==> config.mk <==
export PLATFORM = sky130hd
export DESIGN_NAME = bp_stall_hist_counters
export DESIGN_NICKNAME = d
export VERILOG_FILES = /design/src/rtl/bp_stall_hist_counters.sv
export SDC_FILE = /design/constraint.sdc
export NUM_CORES = 2
export LEC_CHECK = 0
export ABC_AREA = 1
export BUFFER_PORTS_ARGS = -buffer_cell sky130_fd_sc_hd__buf_4
export CAP_MARGIN = 20
export CORE_UTILIZATION = 30
export CTS_CLUSTER_SIZE = 10
export DETAILED_ROUTE_END_ITERATION = 8
export HOLD_SLACK_MARGIN = 0.02
export PLACE_DENSITY_LB_ADDON = 0.15
export RECOVER_POWER = 100
export SKIP_CTS_REPAIR_TIMING = 1
export SLEW_MARGIN = 20
export SYNTH_ARGS = -nofsm -noshare
export SYNTH_HDL_FRONTEND = slang
export SYNTH_SLANG_ARGS = --single-unit
==> constraint.sdc <==
create_clock -name clk_i -period 3.7 [get_ports clk_i]
set_input_delay 0.185 -clock clk_i [delete_from_list [all_inputs] [get_ports clk_i]]
set_output_delay 0.185 -clock clk_i [all_outputs]
set_load 0.01 [all_outputs]
==> src/rtl/bp_stall_hist_counters.sv <==
// Stall-reason histogram with instret/cycle counters; BP_STALL_HIST_SAT_EN selects saturating counters.
// Latency: a read returns the addressed counter's registered value one cycle after accept.
// Backpressure: one-entry read buffer, rd_ready_and_o = ~rd_v_o | rd_yumi_i.
module bp_stall_hist_counters
  #(parameter int num_reasons_p  = 27
   ,parameter int reason_width_p = 5
   ,parameter int cnt_width_p    = 32
   )
   (input  logic                      clk_i
   ,input  logic                      reset_li
   ,input  logic                      en_i
   ,input  logic                      instret_i
   ,input  logic                      stall_v_i
   ,input  logic [reason_width_p-1:0] stall_reason_i
   ,input  logic                      clear_i
   ,input  logic                      rd_v_i
   ,input  logic [reason_width_p-1:0] rd_addr_i
   ,output logic                      rd_ready_and_o
   ,output logic                      rd_v_o
   ,output logic [cnt_width_p-1:0]    rd_data_o
   ,input  logic                      rd_yumi_i
   ,output logic                      overflow_o
   );

   localparam int num_cnt_lp     = num_reasons_p + 2;
   localparam int instret_idx_lp = num_reasons_p;
   localparam int cycle_idx_lp   = num_reasons_p + 1;
   localparam logic [reason_width_p-1:0] num_reasons_lp = reason_width_p'(num_reasons_p);

   logic [cnt_width_p-1:0]    cnt_r [num_cnt_lp];
   logic [cnt_width_p-1:0]    cnt_n [num_cnt_lp];
   logic [num_cnt_lp-1:0]     inc;
   logic [reason_width_p-1:0] reason_sel;
   logic [cnt_width_p-1:0]    rd_sel;
   logic                      rd_v_r;
   logic [cnt_width_p-1:0]    rd_data_r;
   logic                      rd_accept;

   // Invalid or out-of-range reasons are charged to reason 0 (unknown).
   always_comb begin
      reason_sel = '0;
      if (stall_v_i && (stall_reason_i < num_reasons_lp))
         reason_sel = stall_reason_i;
   end

   always_comb begin
      inc = '0;
      for (int i = 0; i < num_reasons_p; i++)
         inc[i] = en_i & ~instret_i & (reason_sel == reason_width_p'(i));
      inc[instret_idx_lp] = en_i & instret_i;
      inc[cycle_idx_lp]   = en_i;
   end

`ifdef BP_STALL_HIST_SAT_EN
   logic sat_hit;
   logic overflow_r;

   always_comb begin
      sat_hit = 1'b0;
      for (int i = 0; i < num_cnt_lp; i++) begin
         cnt_n[i] = cnt_r[i] + cnt_width_p'(inc[i]);
         if (inc[i] && (cnt_r[i] == '1)) begin
            cnt_n[i] = cnt_r[i];
            sat_hit  = 1'b1;
         end
      end
   end

   always_ff @(posedge clk_i or negedge reset_li) begin
      if (!reset_li)
         overflow_r <= 1'b0;
      else if (clear_i)
         overflow_r <= 1'b0;
      else if (sat_hit)
         overflow_r <= 1'b1;
   end

   assign overflow_o = overflow_r;
`else
   always_comb begin
      for (int i = 0; i < num_cnt_lp; i++)
         cnt_n[i] = cnt_r[i] + cnt_width_p'(inc[i]);
   end

   assign overflow_o = 1'b0;
`endif

   always_ff @(posedge clk_i or negedge reset_li) begin
      if (!reset_li) begin
         for (int i = 0; i < num_cnt_lp; i++)
            cnt_r[i] <= '0;
      end
      else if (clear_i) begin
         for (int i = 0; i < num_cnt_lp; i++)
            cnt_r[i] <= '0;
      end
      else begin
         for (int i = 0; i < num_cnt_lp; i++)
            cnt_r[i] <= cnt_n[i];
      end
   end

   // Unmatched addresses fall through to zero.
   always_comb begin
      rd_sel = '0;
      for (int i = 0; i < num_cnt_lp; i++)
         if (rd_addr_i == reason_width_p'(i))
            rd_sel = cnt_r[i];
   end

   assign rd_ready_and_o = ~rd_v_r | rd_yumi_i;
   assign rd_accept      = rd_v_i & rd_ready_and_o;

   always_ff @(posedge clk_i or negedge reset_li) begin
      if (!reset_li) begin
         rd_v_r    <= 1'b0;
         rd_data_r <= '0;
      end
      else if (rd_accept) begin
         rd_v_r    <= 1'b1;
         rd_data_r <= rd_sel;
      end
      else if (rd_yumi_i) begin
         rd_v_r    <= 1'b0;
      end
   end

   assign rd_v_o    = rd_v_r;
   assign rd_data_o = rd_data_r;

endmodule
==> metrics <==
total via count after detailed routing 53.2k; combined area of the multi-input logic cells 29700 um2; largest delay contributor family on the critical path simple AND/OR/NAND/NOR gates; maximum number of pins on one net before global-route repair 126; number of nets in the layout about 8.7k; violated checks capacitance limit, slew limit, setup timing; routed length per instance 16.9 um; slew at the pin closest to its max-slew limit 2.56 ns; layout overhead on the synthesized area 28.2%; total power after layout 23.3 mW; sinks on the clock net 961; longest individual stage delay on the worst path 0.22 ns; simple-gate portion of the synthesized area 0.379; via count of the first global-routing pass 49.7k; number of antenna violations at the first check in global routing 2; Post-Route Utilization 0.388; leakage power summed over all cells approximately 30 nW; Mapped Avg Cell Area 7.13 um2; primary flip-flop cell chosen by synthesis mapping dfrtp_1; share of final-layout standard cells stronger than drive strength 1 0.216; YS warnings 0; number of synthesized flops with an enable pin 0; Via-to-Cell Ratio between 4 and 5; master of the slowest instance on the critical path nor3_4; Final HPWL DP 138000 um; crit path setup slack, layout -0.0843 ns; nature of the critical path endpoint register; Layout Skew 0.0476 ns; antenna viol nets, final 0; number of remaining DRC errors 0; first-pass GRT wire length 292000 um; site row count 157; number of endpoints with negative hold slack in the final report 0; CP Max Fanout 3; root buffer cell clkbuf_16; multiplexer fraction of the synthesized cell area 0; outcome finished with violations; Peak VDD IR approximately 0.43 mV; Horiz. Die Dim 433 um; # setup viols final 5; register area share after synthesis 0.432; max cap viols 1; CP Class in -> reg; post-synthesis cell type count 53; Post-Synthesis Cells 7805; fraction of synthesized cell area in xor and xnor cells 0.00519; total nets after synthesis approximately 7.9k; GRT Util Overall 0.197; insertion delay of the later-clocked pin in the worst-skew pair between 0.7 and 0.8 ns; Initial Utilization 0.303; post-route non-filler standard cell count roughly 11k; top cells by area, synth dfrtp_1, nand2_1, nor2_1; total die area 187000 um2; global placement routability congestion 0.851; number of ports placed on the die boundary 53; compound-cell area share of the yosys netlist 0.0856; Crit path required time 4.34 ns; number of levels in the clock H-tree 3; clock input transition at the sequential cells of the worst setup and hold paths around 0.060 ns; height of the chip approximately 430 um; combinational family with the most area after synthesis simple AND/OR/NAND/NOR gates; type of the tightest min-delay check in -> reg; total iterations of the first detailed-routing run 5; CP Launch Type input port; maximum clock rate 264 MHz; remaining global-route overflow 0; Initial DRC Count approximately 4.0k; Slew HR -0.709; setup repair after global routing missed its margin true; async set-reset flop share out of synthesis 1.00; register area between 20000 and 25000 um2; cell type with the largest total area after synthesis dfrtp_1; total placed cells including tap cells 10.8k; cell repeated most along the worst path nor2_4; Layout fillers roughly 19k; deepest clock path buffer count 3; power density cells 327 nW/um2; TNS Setup -0.197 ns; Pins Over Slew Limit 15; number of buffers and inverters on the critical path 8; standard cell core area 184000 um2; port bufs a little over 50; crit share post-route 1.02; minimum setup slack among reg-to-reg paths 0.13 ns; Synth Cell Area 55700 um2; number of buffers created by CTS between 100 and 150; TritonCTS clock tree built; flop and latch count out of synthesis slightly below 1k; adder and majority gate portion of the synthesized area 0.0130; final wirelength 188000 um; fin crit period 3.78 ns; critical path arrival 4.42 ns; Yosys top cell area share 0.432
final timing paths:
| path | startpoint | end | cells after the start |
|---|---|---|---|
| max reg2reg | cnt_r[863] | rd_data_o[31] | 17 |
| min | instret_i | cnt_r[32] | 7 |
| min reg2reg | cnt_r[126] | cnt_r[127] | 1 |
| max in group asynchronous | reset_li | cnt_r[571] | 4 |
| min in group asynchronous | reset_li | cnt_r[341] | 3 |
| max | stall_reason_i[1] | cnt_r[414] | 41 |
tightest hold or removal path, cell delays in order:
cell and delay, ns:
buf_4 0.15, buf_4 0.13, nand2_1 0.05, inv_1 0.07, ha_1 0.12, inv_1 0.03
nor2_1 0.07
area by class of cell:
type	count	share of cell area
multi-input cells	5593	0.416
flip-flops and latches	961	0.337
repair buffers	856	0.0964
inverters	1046	0.0552
clock buffers	186	0.0488
well taps	2464	0.0432
clock inverters	19	0.00365
diodes	2	0.0000701
layer usage:
layer / vias to the layer above / GRT usage / wire length, um
met1: 25438 / 0.300 / 95000
met3: 185 / 0.0221 / 7580
li1: 26780 / - / -
met4: 0 / 0.0431 / 3360
met5: - / 0 / 0
met2: 845 / 0.296 / 82500
report_power, final:
part,internal [mW],total [mW],switching (mW)
Sequential,10.6,10.6,0.0274
Combinational,0.343,1.25,0.907
Clock,6.55,11.5,4.93
Total,17.4,23.3,5.86
layout by cell type, fill, tap and decap left out, drive strengths merged, types with 121 or more instances in the layout:
cell / instances
dfrtp: 961
o21ai: 299
nor3: 433
nor2: 1488
nand4: 310
nand2: 1874
buf: 846
nand3: 294
nor4: 121
a21oi: 505
inv: 1039
clkbuf: 191
cell usage after synthesis, types with 22 or more instances:
master	n
nand2_1	1823
nor2_1	1296
inv_1	1010
dfrtp_1	961
a21oi_1	504
nor3_1	370
nand4_1	299
o21ai_0	291
nand3_1	254
clkbuf_1	184
nor2_2	170
nor4_1	103
ha_1	58
nand2_2	51
nor3_2	51
nand3_2	40
a31oi_1	32
o21a_1	30
inv_2	26
or2_2	26
nor2_4	22
state kept, by name, summed over array words and instances, names as in the netlist:
name and cells:
cnt_r 928, rd_data_o 32, rd_v_o 1
kinds of logic after synthesis:
group	after synthesis
and+or+nand+nor	4600
AOI/OAI and AO/OA	901
xor gates and xnor gates	33
other	1
adders and majority gates	58
DFF	961
buffers and inverters	1251
metrics by stage:
stage	hold WS, ns	worst slack [ns]	area, um2
after detailed placement	0.191	-1.04	64000
after global placement	0.189	-1.05	64000
after floorplan	-0.111	0.0322	55700
after global routing	0.0936	-0.386	71300
after CTS	-0.684	-0.218	67700
final	0.0644	-0.0843	71300
Note: power is estimated with default switching activity, not from simulation.
